==> src/rtl/ysyx_23060184_id_ex_stage.sv <==
// ID/EX pipeline register: valid/ready handshake with a one-entry skid buffer and Branch flush.
// Optional macro ID_EX_PERF_CNT_EN adds flush/stall performance counters.
module ysyx_23060184_id_ex_stage #(
    parameter int XLEN       = 32,
    parameter int REG_LENGTH = 5,
    parameter int CTRL_W     = 16
) (
    input  logic                  clk,
    input  logic                  rstn,
    input  logic                  in_valid,
    output logic                  in_ready,
    input  logic [XLEN-1:0]       in_pc,
    input  logic [XLEN-1:0]       in_rd1,
    input  logic [XLEN-1:0]       in_rd2,
    input  logic [XLEN-1:0]       in_imm,
    input  logic [REG_LENGTH-1:0] in_rs1,
    input  logic [REG_LENGTH-1:0] in_rs2,
    input  logic [REG_LENGTH-1:0] in_rd,
    input  logic                  in_regwrite,
    input  logic [CTRL_W-1:0]     in_ctrl,
    input  logic                  flush,
    output logic                  out_valid,
    input  logic                  out_ready,
    output logic [XLEN-1:0]       out_pc,
    output logic [XLEN-1:0]       out_rd1,
    output logic [XLEN-1:0]       out_rd2,
    output logic [XLEN-1:0]       out_imm,
    output logic [REG_LENGTH-1:0] Rs1E,
    output logic [REG_LENGTH-1:0] Rs2E,
    output logic [REG_LENGTH-1:0] RdE,
    output logic                  RegWriteE,
    output logic [CTRL_W-1:0]     out_ctrl
`ifdef ID_EX_PERF_CNT_EN
    ,
    output logic [31:0]           perf_flush_cnt,
    output logic [31:0]           perf_stall_cnt
`endif
);

    localparam int PW = 4 * XLEN + 3 * REG_LENGTH + 1 + CTRL_W;

    logic [PW-1:0]         w_in_payload;
    logic [PW-1:0]         r_main_d;
    logic [PW-1:0]         r_skid_d;
    logic                  r_main_v;
    logic                  r_skid_v;
    logic                  w_accept;
    logic                  w_main_v_nxt;
    logic                  w_skid_v_nxt;
    logic                  w_main_load;
    logic                  w_main_sel_skid;
    logic                  w_skid_load;
    logic [REG_LENGTH-1:0] w_rs1;
    logic [REG_LENGTH-1:0] w_rs2;
    logic [REG_LENGTH-1:0] w_rd;
    logic                  w_regwrite;

    assign w_in_payload = {in_pc, in_rd1, in_rd2, in_imm, in_rs1, in_rs2, in_rd, in_regwrite, in_ctrl};
    assign {out_pc, out_rd1, out_rd2, out_imm, w_rs1, w_rs2, w_rd, w_regwrite, out_ctrl} = r_main_d;

    // Ready depends only on the skid flag, so there is no path from out_ready.
    assign in_ready  = ~r_skid_v;
    assign w_accept  = in_valid & ~r_skid_v & ~flush;
    assign out_valid = r_main_v;

    // Bubbles present index 0 and no write so the hazard unit never forwards from them.
    assign Rs1E      = r_main_v ? w_rs1 : {REG_LENGTH{1'b0}};
    assign Rs2E      = r_main_v ? w_rs2 : {REG_LENGTH{1'b0}};
    assign RdE       = r_main_v ? w_rd  : {REG_LENGTH{1'b0}};
    assign RegWriteE = r_main_v & w_regwrite;

    // Next-state decision for the main/skid valid bits and their load strobes.
    always_comb begin
        w_main_v_nxt    = r_main_v;
        w_skid_v_nxt    = r_skid_v;
        w_main_load     = 1'b0;
        w_main_sel_skid = 1'b0;
        w_skid_load     = 1'b0;
        if (flush) begin
            w_main_v_nxt = 1'b0;
            w_skid_v_nxt = 1'b0;
        end else if (~r_main_v | out_ready) begin
            if (r_skid_v) begin
                w_main_load     = 1'b1;
                w_main_sel_skid = 1'b1;
                w_main_v_nxt    = 1'b1;
                w_skid_load     = w_accept;
                w_skid_v_nxt    = w_accept;
            end else if (w_accept) begin
                w_main_load  = 1'b1;
                w_main_v_nxt = 1'b1;
            end else begin
                w_main_v_nxt = 1'b0;
            end
        end else begin
            if (w_accept) begin
                w_skid_load  = 1'b1;
                w_skid_v_nxt = 1'b1;
            end else begin
                w_skid_load  = 1'b0;
            end
        end
    end

    // Valid-bit state registers.
    always_ff @(posedge clk or negedge rstn) begin
        if (!rstn) begin
            r_main_v <= 1'b0;
            r_skid_v <= 1'b0;
        end else begin
            r_main_v <= w_main_v_nxt;
            r_skid_v <= w_skid_v_nxt;
        end
    end

    // Payload registers; the skid entry always moves to main before any newer input.
    always_ff @(posedge clk or negedge rstn) begin
        if (!rstn) begin
            r_main_d <= {PW{1'b0}};
            r_skid_d <= {PW{1'b0}};
        end else begin
            if (w_main_load) begin
                r_main_d <= w_main_sel_skid ? r_skid_d : w_in_payload;
            end
            if (w_skid_load) begin
                r_skid_d <= w_in_payload;
            end
        end
    end

`ifdef ID_EX_PERF_CNT_EN
    logic w_flush_evt;
    logic w_stall_evt;

    assign w_flush_evt = flush & (r_main_v | r_skid_v | in_valid);
    assign w_stall_evt = r_main_v & ~out_ready;

    // Free-running wrap-around event counters.
    always_ff @(posedge clk or negedge rstn) begin
        if (!rstn) begin
            perf_flush_cnt <= 32'd0;
            perf_stall_cnt <= 32'd0;
        end else begin
            if (w_flush_evt) begin
                perf_flush_cnt <= perf_flush_cnt + 32'd1;
            end
            if (w_stall_evt) begin
                perf_stall_cnt <= perf_stall_cnt + 32'd1;
            end
        end
    end
`endif

endmodule

==> config.mk <==
export PLATFORM = sky130hd
export DESIGN_NAME = ysyx_23060184_id_ex_stage
export DESIGN_NICKNAME = d
export VERILOG_FILES = /design/src/rtl/ysyx_23060184_id_ex_stage.sv
export SDC_FILE = /design/constraint.sdc
export NUM_CORES = 1
export LEC_CHECK = 0
export BUFFER_PORTS_ARGS = -buffer_cell sky130_fd_sc_hd__buf_2
export CORE_ASPECT_RATIO = 0.9
export CORE_MARGIN = 2
export CORE_UTILIZATION = 41
export CTS_CLUSTER_DIAMETER = 100
export CTS_CLUSTER_SIZE = 28
export DETAILED_ROUTE_END_ITERATION = 10
export SLEW_MARGIN = 20
export SYNTH_ARGS = -nofsm -noshare
export SYNTH_HDL_FRONTEND = slang
export SYNTH_SLANG_ARGS = --single-unit
==> constraint.sdc <==
create_clock -name clk -period 3.2 [get_ports clk]
set_input_delay 0.16 -clock clk [delete_from_list [all_inputs] [get_ports clk]]
set_output_delay 0.16 -clock clk [all_outputs]
set_load 0.05 [all_outputs]
# == Yosys cells after proc, flatten, opt, wreduce, memory -nomap -nowiden ==
# Cells that the tools add are included.
# op_classes
n_reduce_logical,2
bitwise,7
mux,19
# ops
operator,count
$mux 160,1
$mux 1,15
$mux 5,3
$and 1x1->1,3
$not 1->1,3
$reduce_bool 3->1,1
$reduce_bool 2->1,1
$or 1x1->1,1
# word_totals
output_inout_bits,162
word_cells,32
register_bits,322

# == Longest topological paths before layout ==
# logic_depth
ltp_word,7
depth_mapped,7
ltp_nobuf,3

# == Worst setup path before layout ==
# OpenSTA, ideal clock, no wires.
# synth_path
kind,register to register
start,"register r_main_v, in the netlist out_valid"
end,register r_skid_d[100]
slack_ns,1.341
setup_ns,0.127
stages_incl_launch_ff,6
arrival_time_ns,1.732
t_required_ns,3.073
synth_period_minus_slack_ns,1.859
cell_sequence,dfrtp_1 > and2b_1 > nand4_2 > buf_4 > buf_6 > mux2_1
# synth_via
elab_chain_len,4
# synth_rtl
item,line,rtl
"start, declared",45,logic r_main_v;
"start signal, assigned",111,r_main_v <= w_main_v_nxt;
$not 1->1,82,end else if (~r_main_v | out_ready) begin
$or 1x1->1,82,
$mux 1,82,
$mux 1,79,if (flush) begin
"end signal, assigned",120,r_skid_d <= {PW{1'b0}};
"end signal, assigned",126,r_skid_d <= w_in_payload;
"end, declared",44,logic [PW-1:0] r_skid_d;
# No other way between the ends.
# A chain may end at the register's enable or synchronous reset.

# == Final worst setup path ==
# layout_path
start,register r_skid_v
end,register r_main_d[62]
# layout_via
elab_chain_len,7
# layout_rtl
item,line,rtl
"start, declared",46,logic r_skid_v;
"start signal, assigned",112,r_skid_v <= w_skid_v_nxt;
$not 1->1,63,assign w_accept = in_valid & ~r_skid_v & ~flush;
$and 1x1->1 (2 in a row),63,
$mux 1,89,end else if (w_accept) begin
$mux 1,83,if (r_skid_v) begin
$mux 1,82,
$mux 1,79,
"end signal, assigned",119,r_main_d <= {PW{1'b0}};
"end signal, assigned",123,r_main_d <= w_main_sel_skid ? r_skid_d : w_in_payload;
"end, declared",43,logic [PW-1:0] r_main_d;
# Parallel ways exist; a longest one is shown, timed or not.

==> qor.txt <==
=====================================================================================
Status                                                                   complete, no violations
Core region area                                                          0.03846 mm²
Maximum clock skew at final layout                                           18.18 ps
Slew at the pin with the worst max-slew slack                                 1080 ps
Largest delay contributor family on the critical path                    buffers and inverters
Share of total power consumed by net switching                                 37.17%
Max-cap violations                                                                  0
Insertion delay of the later-clocked pin in the worst-skew pair                510 ps
Wirelength per Cell                                                          21.35 µm
Combinational cell fraction of total power                                      32.8%
Clock Path Buffers                                                                  3
Via count of the routed design                                                 11,700
Classification of the worst setup path                                     reg -> reg
Global-route congestion overflow total                                              0
Proportion of synthesized area in mux cells                                    11.23%
Slack of the critical path                                                   419.3 ps
Buffers plus inverters on the worst setup path                                      2
Max-slew violation count                                                            0
Min Clock Period, post-route                                                  2781 ps
Main combinational cell family by area after synthesis                   compound AO/OA/AOI/OAI gates
Share of power burned in the clock network                                      19.1%
Pre-CTS setup slack                                                          905.0 ps
Max Fclk                                                                   0.3596 GHz
Die outline width                                                            212.5 µm
Maximum fanout encountered on the critical timing path                            161
Compound-Gate Fraction of Synth Area                                           20.00%
Number of DRC violations after detailed-routing iteration 0                       854
Worst IR Drop VDD                                                           0.3122 mV
Pwr Density                                                              614.7 mW/mm²
Slowest-stage cell, CP                                                   sky130_fd_sc_hd__buf_12
Min-Delay Path Class                                                      in -> async
DRC violation count after routing                                                   0
Critical Path Sink Type                                                     flip-flop
Pin count of the biggest net entering global routing                              162
Sum of net half-perimeters after detailed placement                         24,920 µm
Gp weighted congestion                                                         0.7211
CTS Root Cell                                                            sky130_fd_sc_hd__clkbuf_16
Final cell count without fillers                                                2,049
Accumulated negative setup slack                                                 0 ps
Sequential share of power                                                       48.1%
CTS H-tree lvls                                                                     1
Total track usage                                                              20.87%
Fin. Hold Viols                                                                     0
WHS                                                                          222.7 ps
Post-synthesis share of cell area spent on and, or, nand and nor gates         7.333%
Row cnt                                                                            68
Yosys warns                                                                         0
Dominant cell type by count on the critical path                         sky130_fd_sc_hd__buf_12
I/O pin cnt                                                                       327
Worst Setup SP                                                               r_skid_v
Number of library cell types mapped by synthesis                                   24
Xor/xnor cell area share of the yosys netlist                                      0%
Via count of the first global-routing pass                                     12,030
Maximum single-stage delay on the critical path                                470 ps
Number of resized instances in the post-cts repair step                             0
Post-route core utilization                                                    49.27%
Quantity of I/O buffers inserted on ports                                         326
Clock buffers created by TritonCTS                                                 15
Antenna-violating nets left                                                         0
Seq/Total Area, Yosys                                                          50.24%
Setup repair after global routing missed its margin                                no
Overall die height                                                           191.6 µm
Cell-by-cell listing of the critical path                                buf_12 -> nor2_4 -> buf_12 -> a32o_1 -> a221o_1
# setup viols final                                                                 0
Register clock-pin slew on the reported worst setup and hold paths             110 ps
Number of antenna violations at the first check in global routing                   2
NumNets Final                                                                   1,686
NetSw                                                                        4.329 mW
First-pass GRT wire length                                                  67,670 µm
First-pass iteration count of the detailed router                                   5
Required time at the endpoint of the critical path                            3600 ps
Synthesized-area fraction occupied by adder cells                                  0%
Wirelength, routed                                                          43,760 µm
Area growth from synthesis to layout                                           18.14%
Average instance area after synthesis                                       12.75 µm²
Fraction of the cycle the final worst path needs                               86.90%
Static Leakage                                                               8.367 nW
TritonCTS clock tree                                                             done
Fraction of layout instances using a drive strength above 1                    28.82%
Post-synthesis register bit count                                                 322
Reg-to-reg critical path startpoint                                          r_skid_v
Cell internal pwr                                                            7.317 mW
Sink count of the clock tree                                                      322
Post-Syn Instances                                                              1,258
Number of nets in the synthesized netlist                                       1,423
DR vias/cell                                                                    5.709
Nature of the critical path startpoint                                      flip-flop
Area of the mapped netlist                                                0.01604 mm²
Starting density of the core                                                   41.70%
Slew margin rel.                                                               28.00%
Overall die area                                                          0.04072 mm²
Worst EP arrival                                                              3180 ps
Placed cells                                                                    1,867
=====================================================================================
## layout make-up
type	instances	area [µm²]
diodes	1	2.502
clock buffers	17	392.9
clock inverters	2	16.27
fillers	3468	19510
inverters	2	7.507
multi-input cells	665	6231
flip-flops and latches	322	8061
well taps	525	656.9
repair buffers	515	3578
## cells in the mapped netlist (all sizes together)
| cell | n | area [µm²] |
|---|---|---|
| clkbuf | 50 | 187.7 |
| and2b | 1 | 7.510 |
| nand2b | 1 | 6.260 |
| buf | 219 | 1599 |
| inv | 2 | 7.500 |
| mux2 | 160 | 1802 |
| nand4 | 1 | 12.51 |
| a41o | 16 | 160.2 |
| nand2 | 1 | 3.750 |
| nor3 | 2 | 15.01 |
| nor2b | 145 | 907.1 |
| a21oi | 1 | 5.000 |
| and2 | 16 | 100.1 |
| nor2 | 1 | 3.750 |
| a32o | 144 | 1441 |
| dfrtp | 322 | 8058 |
| a221o | 160 | 1602 |
| nor3b | 16 | 120.1 |
## state kept, by name, indices dropped and copies added, names as in the netlist
signal and flops:
r_skid_v 1, r_main_d 160, r_skid_d 160, out_valid 1
## worst register-to-register path, delay by kind of cell, from the launching register on
kind | cells | cell delay (ps)
buffers and inverters | 2 | 740
AO/OA/AOI/OAI | 2 | 1000
flip-flops | 1 | 450
AND/OR/NAND/NOR | 1 | 470
## power groups by stage
stage	registers (mW)	clock network (mW)	logic (mW)
4_1_cts	5.59	2.32	3.84
6_report	5.60	2.23	3.81
2_1_floorplan	5.51	0	3.35
5_1_grt	5.73	2.46	4.05
3_3_place_gp	5.62	0	3.60
3_5_place_dp	5.67	0	3.68
## cells in the final DEF, fill, tap and decap left out
cell,instances
sky130_fd_sc_hd__nand4_4,1
sky130_fd_sc_hd__a41o_1,16
sky130_fd_sc_hd__nand2b_4,1
sky130_fd_sc_hd__a32o_1,144
sky130_fd_sc_hd__a221o_1,160
sky130_fd_sc_hd__buf_4,18
sky130_fd_sc_hd__clkbuf_1,1
sky130_fd_sc_hd__dfrtp_4,1
sky130_fd_sc_hd__mux2_1,100
sky130_fd_sc_hd__clkbuf_16,15
sky130_fd_sc_hd__dfrtp_1,321
sky130_fd_sc_hd__inv_1,1
sky130_fd_sc_hd__nor2_4,1
sky130_fd_sc_hd__mux2_2,60
sky130_fd_sc_hd__nand2_4,1
sky130_fd_sc_hd__nor2b_4,1
sky130_fd_sc_hd__clkinv_2,1
sky130_fd_sc_hd__a21oi_1,1
sky130_fd_sc_hd__nor3b_1,16
sky130_fd_sc_hd__nor2b_1,144
sky130_fd_sc_hd__and2b_1,1
sky130_fd_sc_hd__nor3_1,1
sky130_fd_sc_hd__inv_8,1
sky130_fd_sc_hd__dlygate4sd3_1,162
sky130_fd_sc_hd__buf_2,325
sky130_fd_sc_hd__inv_2,1
sky130_fd_sc_hd__nor3_4,1
sky130_fd_sc_hd__and2_1,16
sky130_fd_sc_hd__diode_2,1
sky130_fd_sc_hd__buf_12,9
sky130_fd_sc_hd__clkbuf_8,1
sky130_fd_sc_hd__buf_8,1
## final timing paths
check / endpoint / slack (ps) / cells past startpoint
setup / recovery: r_main_d[62] / 420 / 5
hold / removal: r_main_d[91] / 220 / 2
setup reg to reg: r_main_d[62] / 420 / 5
hold reg to reg: r_main_d[54] / 490 / 1
max in group asynchronous: r_main_d[144] / 1970 / 4
min in group clk: r_skid_v / 250 / 4
## metrics by stage
step	power, mW	instance area, µm²
6_report	11.65	18950
5_1_grt	12.23	18950
4_1_cts	11.76	18940
3_5_place_dp	9.358	16910
3_3_place_gp	9.223	16910
2_1_floorplan	8.859	16040
## logic make-up (layout without fill, tap and decap cells)
kind of cell    count (synthesis)  count (layout)
simple gates                  184             184
buf+inv                       271             536
compound gates                321             321
other cells                     0               1
mux                           160             160
flops                         322             322
## what timing repair did
item / in CTS / in global routing
hold endpoints to repair: 247 / 0
buffers inserted: 0 / 0
hold buffers: 162 / 0
## layer usage
layer / up-vias / GRT usage (%) / part of all wire [%]
li1: 5223 / - / -
met1: 6110 / 28.08 / 44
met2: 318 / 34.72 / 48
met3: 45 / 4.235 / 6.2
met4: 2 / 4.868 / 1.8
met5: - / 0 / 0.025
Note: power is estimated with default switching activity, not from simulation.
